`src/rtl/popcount_acc.sv`:
```
// Pipelined ones-counter / correlator: 3:2 full-adder compressor tree feeding a
// block accumulator that reports the total ones count and a signed +/-1 correlation.
module popcount_acc #(
    parameter int DATA_WIDTH = 32,
    parameter int LEN_WIDTH  = 10,
    localparam int CNT_W     = $clog2(DATA_WIDTH + 1),
    localparam int ACC_W     = CNT_W + LEN_WIDTH
) (
    input  logic                  clk,
    input  logic                  rst,
    input  logic                  clear,
    input  logic                  mode,
    input  logic [LEN_WIDTH-1:0]  acc_len,
    input  logic                  in_valid,
    input  logic [DATA_WIDTH-1:0] in_data,
    input  logic [DATA_WIDTH-1:0] in_code,
    output logic                  out_valid,
    output logic [ACC_W-1:0]      out_ones,
    output logic [ACC_W:0]        out_corr
);

    // The word is cut into 3-bit groups, each reduced by one full adder.
    localparam int NG    = (DATA_WIDTH + 2) / 3;
    localparam int PAD_W = NG * 3;

    // Full adder: returns {carry, sum}, i.e. the 2-bit ones count of three bits.
    function automatic logic [1:0] fa(input logic a, input logic b, input logic c);
        fa = {(a & b) | (a & c) | (b & c), a ^ b ^ c};
    endfunction

    // Stage 1 state
    logic                  s1_valid_q, s1_valid_d;
    logic [1:0]            s1_grp_q [NG];
    logic [1:0]            s1_grp_d [NG];
    logic [DATA_WIDTH-1:0] masked_s;
    logic [PAD_W-1:0]      padded_s;

    // Stage 2 state
    logic                  s2_valid_q, s2_valid_d;
    logic [CNT_W-1:0]      s2_cnt_q, s2_cnt_d;
    logic [CNT_W-1:0]      tree_sum_s;

    // Stage 3 / accumulator state
    logic [LEN_WIDTH-1:0]  word_cnt_q, word_cnt_d;
    logic [LEN_WIDTH-1:0]  len_q, len_d;
    logic [ACC_W-1:0]      acc_q, acc_d;
    logic                  out_valid_q, out_valid_d;
    logic [ACC_W-1:0]      out_ones_q, out_ones_d;
    logic [ACC_W:0]        out_corr_q, out_corr_d;

    logic [LEN_WIDTH-1:0]  len_in_eff_s;
    logic [LEN_WIDTH-1:0]  blk_len_s;
    logic                  last_s;
    logic [ACC_W-1:0]      acc_sum_s;
    logic [ACC_W:0]        corr_s;

    // Stage 1: apply mode mask and compress each 3-bit group to a 2-bit count.
    always_comb begin
        masked_s   = mode ? (in_data ^ in_code) : in_data;
        padded_s   = PAD_W'(masked_s);
        s1_valid_d = in_valid & ~clear;
        for (int g = 0; g < NG; g++) begin
            if (in_valid) begin
                s1_grp_d[g] = fa(padded_s[3*g], padded_s[3*g+1], padded_s[3*g+2]);
            end else begin
                s1_grp_d[g] = s1_grp_q[g];
            end
        end
    end

    // Stage 2: finish the tree by summing the group counts into the word count.
    always_comb begin
        tree_sum_s = {CNT_W{1'b0}};
        for (int g = 0; g < NG; g++) begin
            tree_sum_s = tree_sum_s + CNT_W'(s1_grp_q[g]);
        end
        s2_valid_d = s1_valid_q & ~clear;
        if (s1_valid_q) begin
            s2_cnt_d = tree_sum_s;
        end else begin
            s2_cnt_d = s2_cnt_q;
        end
    end

    // Stage 3 datapath: block length (sampled on a block's first word), sum and correlation.
    always_comb begin
        len_in_eff_s = (acc_len == {LEN_WIDTH{1'b0}}) ? {{(LEN_WIDTH-1){1'b0}}, 1'b1} : acc_len;
        blk_len_s    = (word_cnt_q == {LEN_WIDTH{1'b0}}) ? len_in_eff_s : len_q;
        last_s       = (word_cnt_q == (blk_len_s - {{(LEN_WIDTH-1){1'b0}}, 1'b1}));
        acc_sum_s    = acc_q + ACC_W'(s2_cnt_q);
        corr_s       = ((ACC_W+1)'(blk_len_s) * (ACC_W+1)'(DATA_WIDTH)) - {acc_sum_s, 1'b0};
    end

    // Stage 3 control: accumulate, close blocks, and honour clear (which beats a closing word).
    always_comb begin
        word_cnt_d  = word_cnt_q;
        len_d       = len_q;
        acc_d       = acc_q;
        out_valid_d = 1'b0;
        out_ones_d  = out_ones_q;
        out_corr_d  = out_corr_q;
        if (clear) begin
            word_cnt_d = {LEN_WIDTH{1'b0}};
            acc_d      = {ACC_W{1'b0}};
        end else if (s2_valid_q) begin
            len_d = blk_len_s;
            if (last_s) begin
                word_cnt_d  = {LEN_WIDTH{1'b0}};
                acc_d       = {ACC_W{1'b0}};
                out_valid_d = 1'b1;
                out_ones_d  = acc_sum_s;
                out_corr_d  = corr_s;
            end else begin
                word_cnt_d = word_cnt_q + {{(LEN_WIDTH-1){1'b0}}, 1'b1};
                acc_d      = acc_sum_s;
            end
        end else begin
            word_cnt_d = word_cnt_q;
        end
    end

    // Pipeline and accumulator registers with synchronous reset.
    always_ff @(posedge clk) begin
        if (rst) begin
            s1_valid_q  <= 1'b0;
            for (int g = 0; g < NG; g++) begin
                s1_grp_q[g] <= 2'b00;
            end
            s2_valid_q  <= 1'b0;
            s2_cnt_q    <= {CNT_W{1'b0}};
            word_cnt_q  <= {LEN_WIDTH{1'b0}};
            len_q       <= {LEN_WIDTH{1'b0}};
            acc_q       <= {ACC_W{1'b0}};
            out_valid_q <= 1'b0;
            out_ones_q  <= {ACC_W{1'b0}};
            out_corr_q  <= {(ACC_W+1){1'b0}};
        end else begin
            s1_valid_q  <= s1_valid_d;
            for (int g = 0; g < NG; g++) begin
                s1_grp_q[g] <= s1_grp_d[g];
            end
            s2_valid_q  <= s2_valid_d;
            s2_cnt_q    <= s2_cnt_d;
            word_cnt_q  <= word_cnt_d;
            len_q       <= len_d;
            acc_q       <= acc_d;
            out_valid_q <= out_valid_d;
            out_ones_q  <= out_ones_d;
            out_corr_q  <= out_corr_d;
        end
    end

    assign out_valid = out_valid_q;
    assign out_ones  = out_ones_q;
    assign out_corr  = out_corr_q;

endmodule

```
`config.mk`:
```
export PLATFORM = sky130hd
export DESIGN_NAME = popcount_acc
export DESIGN_NICKNAME = d
export VERILOG_FILES = /design/src/rtl/popcount_acc.sv
export SDC_FILE = /design/constraint.sdc
export NUM_CORES = 1
export LEC_CHECK = 0
export CAP_MARGIN = 15
export CORE_ASPECT_RATIO = 1.4
export CORE_MARGIN = 2
export CORE_UTILIZATION = 45
export DETAILED_ROUTE_END_ITERATION = 10
export DONT_BUFFER_PORTS = 1
export SETUP_SLACK_MARGIN = 0.15
export SLEW_MARGIN = 30
export SYNTH_ARGS = -nofsm -noshare
export SYNTH_HDL_FRONTEND = slang
export SYNTH_SLANG_ARGS = --single-unit
```
`constraint.sdc`:
```
create_clock -name clk -period 4.9 [get_ports clk]
set_input_delay 0.245 -clock clk [delete_from_list [all_inputs] [get_ports clk]]
set_output_delay 0.245 -clock clk [all_outputs]
set_load 0.05 [all_outputs]
```
==> results of run 1 <==
==> placed cells by master (no fill, tap or decap), types with 5 or more instances in the layout <==
| cell type | instances |
|---|---|
| a211oi_1 | 6 |
| a21oi_1 | 20 |
| a31oi_1 | 6 |
| and2_1 | 6 |
| and3_1 | 5 |
| buf_4 | 11 |
| clkbuf_16 | 9 |
| dfxtp_1 | 98 |
| fa_1 | 28 |
| ha_1 | 26 |
| inv_1 | 48 |
| mux2i_1 | 38 |
| nand2_1 | 96 |
| nand2b_1 | 6 |
| nand3_1 | 12 |
| nand4_1 | 13 |
| nor2_1 | 69 |
| nor2b_1 | 6 |
| nor3_1 | 29 |
| nor4_1 | 6 |
| o211ai_1 | 16 |
| o21ai_0 | 30 |
| o22ai_1 | 7 |
| o31ai_1 | 9 |
| o41ai_1 | 12 |
| or3_1 | 7 |
| or4_1 | 11 |
| xnor2_1 | 54 |
| xor2_1 | 22 |
==> final cells by class <==
class / count / area [µm²]
flip-flops and latches: 98 / 1962
clock inverters: 3 / 40.04
fillers: 1418 / 7350
repair buffers: 14 / 122.6
multi-input cells: 588 / 4234
well taps: 189 / 236.5
clock buffers: 12 / 246.5
inverters: 50 / 187.7
==> repair_timing <==
| item | in CTS | in global routing |
|---|---|---|
| setup endpoints to repair | 0 | 3 |
| hold buffers | 3 | 0 |
| endpoints found under the hold margin | 43 | 0 |
| setup buffers | 0 | 1 |
==> path summary, 6_finish.rpt <==
check	to	slack, ns	depth (start not counted)	from
setup / recovery	out_corr[11]$_SDFFE_PP0P_	0.51	14	word_cnt_q[0]$_SDFFE_PP0P_
hold / removal	out_corr[12]$_SDFFE_PP0P_	0.01	1	rst
setup reg to reg	out_corr[11]$_SDFFE_PP0P_	0.51	14	word_cnt_q[0]$_SDFFE_PP0P_
hold reg to reg	acc_q[2]$_SDFFE_PP0P_	0.47	2	acc_q[2]$_SDFFE_PP0P_
==> registers in the layout (all words and copies together) (netlist names) <==
signal and count:
len_q 10, out_corr 15, word_cnt_q 10, s1_valid_q 1, out_ones 16, out_valid 1
s1_grp_q 22, acc_q 16, s2_cnt_q 6, s2_valid_q 1
==> routing by layer <==
layer  global-route usage  part of all wire  vias up
li1                     -                 -     2666
met5                    0                 0        -
met2               0.4090              0.53      155
met3              0.03505             0.044       34
met4              0.09605             0.035        0
met1               0.2416              0.39     2588
==> critical path, stage by stage (launching register included) <==
cell and delay [ns]:
dfxtp_1 0.35, inv_1 0.11, ha_1 0.19, or4b_1 0.51
nor3_4 0.22, buf_4 0.21, o22ai_1 0.16, ha_1 0.30
nor3b_1 0.16, mux2i_1 0.17, xor2_1 0.15, nand4_1 0.12
or4b_4 0.76, nor2_2 0.60, o21ai_0 0.21
==> kinds of logic after synthesis <==
group                      count (synthesis)  share of synthesized area
adders and majority gates                 54                     0.1349
AOI/OAI and AO/OA                        132                     0.1364
other                                      1                  0.0005709
DFF                                       98                     0.2987
xor gates and xnor gates                  76                     0.1013
muxes                                     39                    0.05962
and+or+nand+nor                          286                     0.2118
buffers and inverters                     93                    0.05676
==> power by group through the flow <==
stage / registers, mW / clock network, mW / logic [mW]
floorplan: 0.863 / 0 / 0.479
global placement: 0.870 / 0 / 0.594
detailed placement: 0.872 / 0 / 0.620
CTS: 0.854 / 0.719 / 0.636
global route: 0.858 / 0.750 / 0.723
finish: 0.853 / 0.704 / 0.616
==> metrics.cfg, run 1 <==
[placement]
hpwl_um = 12970
preCtsSetupSlack_ns = 0.4873
io_buffers = 0
place_area_mm2 = 0.006695
dp_cells = 935
routabilityCongestion = 0.8862

[yosys]
yosysTopAreaCellShare = 0.2987
yosys_register_bits = 98
ys_seq_area_frac = 0.2987
synth_most_common_cell = dfxtp_1
synth_area_leaders = dfxtp_1 30%, fa_1 8.5%, xnor2_1 7.2%, mux2i_1 5.8%, nand2_1 5.5%
synth_edf_count = 0
syn_area_mm2 = 0.006569
syn-num-nets = 912
synth.distinct_cells = 59
async_flop_share = 0
synth_top_cells_by_count = 98 x dfxtp_1, 96 x nand2_1, 69 x nor2_1
ys.flop_type = dfxtp_1
yosys_warnings = 0
synth_area_per_cell_um2 = 8.432
yosysTopAreaCell = dfxtp_1
syn-instance-count = 779

[drt]
antenna_left = 0
wire_per_inst_um = 17.60
drt-pass1-iter-count = 4
drt_wl_total_um = 16790
vias = 5443
drc_errors = 0
viasPerCell = 5.705
drt-initial-drc-count = 234

[job]
drv_cap = 0

[clocking]
cts_resized = 0
clk_pin_slew_worst_paths_ns = 0.07
cts_tree = built
cts.htree.levels = 3
insertion_delay_ns = 0.35
clock-root-buffer = clkbuf_16
clock-sinks = 98
cts_buffers = 9
cts_buffer_depth = 2

[floorplanning]
rows = 52
die_w_um = 106.1
fp.coreArea_mm2 = 0.01438
fp.dieH_um = 147.0
initial_core_util = 0.4568
dieArea_mm2 = 0.01559
ioPinCount = 113

[sta]
finalHoldViolCount = 0
period_share = 0.8966
grt_setup_unrepaired = no
finalSetupViolations = 0
finClkSkew_ns = 0.01218
holdWs_ns = 0.01177
fin_tns_setup_ns = 0
finalWorstSetupSlack_ns = 0.5067
fin_crit_ns = 4.393
tightest_slew_ns = 0.9664
fmax_mhz = 227.6
slew_violations = 0
slew_headroom = 0.3549

[final_layout]
nNetsFinal = 894
post-route-util = 0.4889
instances_no_fill = 954
drive_gt1_frac = 0.04444
area_growth_pct = 7.009
antenna_cells = 0
design_area_mm2 = 0.007029

[global_route]
grt_max_degree = 44
antenna_found_initial = 0
track_usage = 0.2194
grt_overflow = 0
grt_pass1_wl_um = 27360
grt_pass1_vias = 5471

[outcome]
run_status = finished, final reports clean

[min_path]
min_path_type = primary input to flip-flop

[pwr]
p_int_mw = 1.507
vdd_drop_max_mv = 0.1943
p_sw_uw = 665.4
pwr-share-clk = 0.324
power_density_mw_per_mm2 = 309.1
p_leak_nw = 2.683
sw_frac_of_total = 0.3062
p_seq_frac = 0.393
pwr-share-comb = 0.284
p_total_mw = 2.173

[setup_path]
cp_max_fo = 38
critPathArrivalTime_ns = 4.59
cp.required_ns = 5.10
startpoint_type = flip-flop
critical_path_class = flip-flop to flip-flop
cp-end-kind = flip-flop

(Power assumes the default switching activity.)
==> run 2, diff against run 1 <==
--- a/config.mk
+++ b/config.mk
@@ -7,10 +7,10 @@
 export LEC_CHECK = 0
 export CAP_MARGIN = 15
 export CORE_ASPECT_RATIO = 1.4
-export CORE_MARGIN = 2
 export CORE_UTILIZATION = 45
 export DETAILED_ROUTE_END_ITERATION = 10
 export DONT_BUFFER_PORTS = 1
+export PLACE_DENSITY = 0.61
 export SETUP_SLACK_MARGIN = 0.15
 export SLEW_MARGIN = 30
 export SYNTH_ARGS = -nofsm -noshare
==> run 2 against run 1 <==
Effect of this change:
- clock skew about the same
- clock power is 4.3% higher
- cell area hardly changed
- utilization increased by 0.98 points
- maximum frequency down 1.5%
- first-iteration DRC count is 14% lower
- final cell count fell by 0.63%
- sequential cell count is the same
- total power up 0.72%
- register-to-register slack worse by 0.07 ns
- worst hold slack improved by 0.0014 ns
- highest routed layer unchanged
==> metrics.cfg, run 2 (synthesis results as in run 1) <==
[pwr]
pwr-share-comb = 0.275  ; -0.009
p_sw_uw = 672.1  ; +1.0%
p_int_mw = 1.516  ; +0.60%
p_seq_frac = 0.390  ; -0.003
p_leak_nw = 2.678  ; -0.19%
sw_frac_of_total = 0.3071  ; +0.0008685
pwr-share-clk = 0.335  ; +0.011
vdd_drop_max_mv = 0.1906  ; -1.9%
power_density_mw_per_mm2 = 311.2  ; +0.69%

[clocking]
cts.htree.levels = 3  ; unchanged
insertion_delay_ns = 0.35  ; about the same
clk_pin_slew_worst_paths_ns = 0.07  ; about the same
clock-root-buffer = clkbuf_16
cts_buffer_depth = 2  ; unchanged
cts_buffers = 9  ; unchanged
cts_tree = built
clock-sinks = 98  ; unchanged

[outcome]
run_status = finished, final reports clean

[setup_path]
startpoint_type = flip-flop
crit_chain = inv_1 > ha_1 > or4b_1 > nor3_4 > buf_4 > o22ai_1 > ha_1 > nor3b_1 > mux2i_1 > xor2_1 > nand4_1 > or4b_4 > or4_1 > o22ai_1
critical_path_class = flip-flop to flip-flop
reg2reg_slack_ns = 0.44  ; -0.07 ns
critPathArrivalTime_ns = 4.74  ; +0.15 ns
cp.required_ns = 5.18  ; +0.08 ns
cp.buffers_inverters = 2  ; unchanged
critPathSlowestCell = or4b_4
critical-path-max-stage-delay_ns = 0.76  ; about the same
cp_max_fo = 38  ; unchanged
cp-end-kind = flip-flop
crit_family = simple AND/OR/NAND/NOR gates

[sta]
fin_tns_setup_ns = 0  ; unchanged
grt_setup_unrepaired = yes
tightest_slew_ns = 0.9661  ; -0.0002379 ns
holdWs_ns = 0.01314  ; +0.001371 ns
finClkSkew_ns = 0.01182  ; -0.0003577 ns
finalSetupViolations = 0  ; unchanged
finalWorstSetupSlack_ns = 0.4389  ; -0.06783 ns
slew_headroom = 0.3550  ; about the same
period_share = 0.9104  ; +0.01384
fmax_mhz = 224.2  ; -1.5%
finalHoldViolCount = 0  ; unchanged
fin_crit_ns = 4.461  ; +0.06783 ns
slew_violations = 0  ; unchanged

[drt]
drt_wl_total_um = 16370  ; -2.5%
wire_per_inst_um = 17.27  ; -1.9%
drt-initial-drc-count = 201  ; -14%
drt-pass1-iter-count = 4  ; unchanged
drc_errors = 0  ; unchanged
vias = 5403  ; -0.73%
viasPerCell = 5.699  ; -0.11%
antenna_left = 0  ; unchanged

[min_path]
min_path_type = primary input to flip-flop

[global_route]
gr-usage-met1 = 0.2361  ; -0.005478
grt_max_degree = 46  ; +4.5%
antenna_found_initial = 0  ; unchanged
use_met3 = 0.04088  ; +0.005832
track_usage = 0.2182  ; -0.001288
grt_pass1_vias = 5338  ; -2.4%
grtUsageMet2 = 0.3960  ; -0.01297
grt_overflow = 0  ; unchanged
grt_pass1_wl_um = 26360  ; -3.7%
grt_busiest_layer = met2

[final_layout]
layout_common_cells = 98 x dfxtp_1, 96 x nand2_1, 69 x nor2_1
antenna_cells = 0  ; unchanged
layout_commonest_cell = dfxtp_1
top_register = s1_grp_q
drive_gt1_frac = 0.04456  ; +0.0001165
nNetsFinal = 892  ; -0.22%
largest_reg_flops = 22  ; unchanged
area_growth_pct = 7.048  ; about the same

[placement]
hpwl_um = 12530  ; -3.4%
preCtsSetupSlack_ns = 0.3850  ; -0.1024 ns
io_buffers = 0  ; unchanged
routabilityCongestion = 0.9493  ; +7.1%

[job]
drv_cap = 0  ; unchanged

[floorplanning]
rows = 51  ; -1.9%
die_w_um = 104.1  ; -1.9%
initial_core_util = 0.4658  ; +0.008958
fp.coreArea_mm2 = 0.01410  ; -1.9%
dieArea_mm2 = 0.01509  ; -3.2%
ioPinCount = 113  ; unchanged
fp.dieH_um = 145.0  ; -1.4%

-- run 2: changes by cell type in the layout (fill, tap and decap cells not counted) --
cell        before  now
o311ai_1         0    1
clkinvlp_4       0    1
o311ai_0         3    2
clkbuf_1         2    0
nor2_4           0    1
buf_4           11    9
clkinv_2         2    1
clkinv_4         0    1
nor2_2           1    0
clkbuf_8         1    2
-- run 2: final cells by class --
cell class	count	area (µm²)
Clock buffer	11	252.7
Clock inverter	4	51.30
Fill cell	1356	7071
Inverter	50	187.7
Multi-Input combinational cell	588	4239
Sequential cell	98	1962
Tap cell	185	231.5
Timing Repair Buffer	12	107.6
-- run 2: final timing paths --
path	start	endpoint	cells past startpoint
max	word_cnt_q[0]$_SDFFE_PP0P_	out_corr[9]$_SDFFE_PP0P_	14
min reg2reg	acc_q[4]$_SDFFE_PP0P_	acc_q[4]$_SDFFE_PP0P_	2
max reg2reg	word_cnt_q[0]$_SDFFE_PP0P_	out_corr[9]$_SDFFE_PP0P_	14
min	rst	out_ones[10]$_SDFFE_PP0P_	1
-- run 2: repair_timing --
| action | in CTS | in global routing |
|---|---|---|
| hold buffers | 2 | 1 |
| setup endpoints to repair | 0 | 23 |
| buffers inserted | 0 | 1 |
| endpoints found under the hold margin | 45 | 2 |
| resized for setup | 0 | 2 |
-- run 2: layer usage --
metal / wire length, µm / share of wire
met3: 687 / 0.042
met2: 8453 / 0.52
met5: 0 / 0
met1: 6475 / 0.40
met4: 754 / 0.046
-- run 2: power by group through the flow --
stage / Clock (mW) / Combinational [mW] / Sequential [mW]
after floorplan: 0 / 0.479 / 0.863
after global placement: 0 / 0.595 / 0.870
after detailed placement: 0 / 0.608 / 0.871
after CTS: 0.746 / 0.620 / 0.853
after global routing: 0.780 / 0.698 / 0.858
final: 0.734 / 0.602 / 0.853
-- run 2: stage by stage --
step	utilization	total power, mW	instances	area [µm²]
5_1_grt	0.4986	2.335	948	7032
3_5_place_dp	0.4733	1.479	929	6675
2_1_floorplan	-	1.342	779	6569
6_report	0.4986	2.188	948	7032
3_3_place_gp	0.4733	1.465	929	6675
4_1_cts	0.4970	2.220	946	7009
-- run 2: worst reg2reg max path: cells and delay by family, from the launching register on --
kind                     cells  cell delay [ns]
AND/OR/NAND/NOR              6             2.55
adder cells (fa/ha/maj)      2             0.50
flip-flops                   1             0.35
AO/OA/AOI/OAI                2             0.32
buffers and inverters        2             0.31
multiplexers                 1             0.19
XOR/XNOR                     1             0.16
==> run 3, diff against run 2 <==
--- a/config.mk
+++ b/config.mk
@@ -10,7 +10,6 @@
 export CORE_UTILIZATION = 45
 export DETAILED_ROUTE_END_ITERATION = 10
 export DONT_BUFFER_PORTS = 1
-export PLACE_DENSITY = 0.61
 export SETUP_SLACK_MARGIN = 0.15
 export SLEW_MARGIN = 30
 export SYNTH_ARGS = -nofsm -noshare
==> run 3 against run 2 <==
Effect of this change:
- clock power down 5.6%
- setup slack worse by 0.026 ns
- utilization up 0.098 points
- total power down 1.3%
- highest routed layer unchanged
- first-iteration DRC count up 8.0%
- worst hold slack about the same
- critical endpoint is now out_corr[6]$_SDFFE_PP0P_
- critical path depth unchanged
==> metrics.cfg, run 3 (synthesis results as in run 1) <==
[final_layout]
design_area_mm2 = 0.007046  ; +0.20%
fill_cells = 1350  ; -0.44%
largest_reg_flops = 22  ; unchanged
post-route-util = 0.4996  ; +0.0009760
nNetsFinal = 895  ; +0.34%
antenna_cells = 0  ; unchanged
layout_commonest_cell = dfxtp_1
top_register = s1_grp_q
drive_gt1_frac = 0.04694  ; +0.002375
area_growth_pct = 7.257
layout_common_cells = 98 x dfxtp_1, 96 x nand2_1, 69 x nor2_1
instances_no_fill = 952  ; +0.42%

[sta]
period_share = 0.9156  ; +0.005223
fin_crit_ns = 4.487  ; +0.02559 ns
holdWs_ns = 0.01281  ; -0.0003341 ns
finClkSkew_ns = 0.007908  ; -0.003911 ns
fmax_mhz = 222.9  ; -0.57%
finalWorstSetupSlack_ns = 0.4133  ; -0.02559 ns
slew_violations = 0  ; unchanged
slew_headroom = 0.3546  ; -0.0004030
finalSetupViolations = 0  ; unchanged
tightest_slew_ns = 0.9667  ; +0.0006030 ns
finalHoldViolCount = 0  ; unchanged
fin_tns_setup_ns = 0  ; unchanged
grt_setup_unrepaired = no

[floorplanning]
fp.coreArea_mm2 = 0.01410  ; unchanged
fp.dieH_um = 145.0  ; unchanged
initial_core_util = 0.4658  ; unchanged
die_w_um = 104.1  ; unchanged
rows = 51  ; unchanged
ioPinCount = 113  ; unchanged
dieArea_mm2 = 0.01509  ; unchanged

[job]
drv_cap = 0  ; unchanged

[setup_path]
critPathArrivalTime_ns = 4.77  ; +0.03 ns
reg2reg_slack_ns = 0.41  ; -0.03 ns
cp.required_ns = 5.19  ; about the same
startpoint_type = flip-flop
cp-end-kind = flip-flop
critical_path_class = flip-flop to flip-flop
cp_max_fo = 28  ; -26%

[global_route]
antenna_found_initial = 0  ; unchanged
grt_pass1_vias = 5499  ; +3.0%
grt_overflow = 0  ; unchanged
track_usage = 0.2258  ; +0.007630
grt_pass1_wl_um = 26940  ; +2.2%
grt_max_degree = 48  ; +4.3%

[placement]
preCtsSetupSlack_ns = 0.2486  ; -0.1364 ns
hpwl_um = 12600  ; +0.56%
place_area_mm2 = 0.006675  ; unchanged
routabilityCongestion = 0.8981  ; -5.4%
dp_cells = 929  ; unchanged
io_buffers = 0  ; unchanged

[pwr]
p_total_mw = 2.159  ; -1.3%
pwr-share-comb = 0.284  ; +0.009
p_int_mw = 1.473  ; -2.8%
power_density_mw_per_mm2 = 306.5  ; -1.5%
p_sw_uw = 685.8  ; +2.0%
p_leak_nw = 2.681  ; +0.11%
vdd_drop_max_mv = 0.2003  ; +5.1%
sw_frac_of_total = 0.3176  ; +0.01051
p_seq_frac = 0.395  ; +0.005
pwr-share-clk = 0.321  ; -0.014

[clocking]
cts_buffers = 9  ; unchanged
clock-sinks = 98  ; unchanged
clock-root-buffer = clkbuf_16
insertion_delay_ns = 0.35  ; about the same
cts.htree.levels = 3  ; unchanged
cts_tree = built
clk_pin_slew_worst_paths_ns = 0.07  ; about the same
cts_buffer_depth = 2  ; unchanged

[min_path]
min_path_type = primary input to flip-flop

[drt]
antenna_left = 0  ; unchanged
drt-initial-drc-count = 217  ; +8.0%
wire_per_inst_um = 17.60  ; +1.9%
drt-pass1-iter-count = 5  ; +1
viasPerCell = 5.785  ; +1.5%
vias = 5507  ; +1.9%
drc_errors = 0  ; unchanged
drt_wl_total_um = 16760  ; +2.4%

[outcome]
run_status = finished, final reports clean

## run 3: cell count changes in the layout (fill, tap and decap cells not counted)
cell,previous run,this run
dlygate4sd3_1,2,4
inv_6,0,1
bufinv_16,1,0
clkinvlp_4,1,2
buf_4,9,10
## run 3: power groups by stage
stage	Clock, mW	Combinational, mW	Sequential (mW)
2_1_floorplan	0	0.479	0.863
3_3_place_gp	0	0.592	0.870
3_5_place_dp	0	0.617	0.871
4_1_cts	0.712	0.635	0.853
5_1_grt	0.745	0.718	0.857
6_report	0.693	0.614	0.852
## run 3: per-layer routing
metal	global-route usage	vias up	share of wire
met3	0.03235	46	0.048
met2	0.4140	183	0.52
met1	0.2451	2591	0.39
met5	0	-	0
met4	0.1286	0	0.043
li1	-	2687	-
## run 3: area by class of cell
cell class	instances	area, µm²	area share
inverter	50	187.7	0.02664
clock inverter	5	37.54	0.005328
sequential	98	1962	0.2785
timing repair buffer	15	135.1	0.01918
tap	185	231.5	0.03285
multi-input combinational	588	4239	0.6017
clock buffer	11	252.7	0.03587
## run 3: critical path, stage by stage (launching register included)
cell and delay (ns):
dfxtp_1 0.35, inv_1 0.11, ha_1 0.18, or4b_1 0.64, nor3_4 0.25, mux2i_1 0.34
ha_1 0.30, or4bb_1 0.51, o21ai_0 0.30, nand4b_1 0.19, nand3_1 0.18, nand3_1 0.21
buf_4 0.29, or4_1 0.49, o21ai_0 0.08
## run 3: final timing paths
path / start / cells past startpoint / end
setup / recovery: word_cnt_q[0]$_SDFFE_PP0P_ / 14 / out_corr[6]$_SDFFE_PP0P_
setup reg to reg: word_cnt_q[0]$_SDFFE_PP0P_ / 14 / out_corr[6]$_SDFFE_PP0P_
hold / removal: rst / 1 / out_corr[9]$_SDFFE_PP0P_
hold reg to reg: acc_q[4]$_SDFFE_PP0P_ / 2 / acc_q[4]$_SDFFE_PP0P_
## run 3: what timing repair did
| item | in CTS | in global routing |
|---|---|---|
| endpoints found under the hold margin | 47 | 0 |
| endpoints found under the setup margin | 0 | 27 |
| hold buffers | 5 | 0 |
| setup buffers | 0 | 2 |
| gates resized for setup | 0 | 2 |
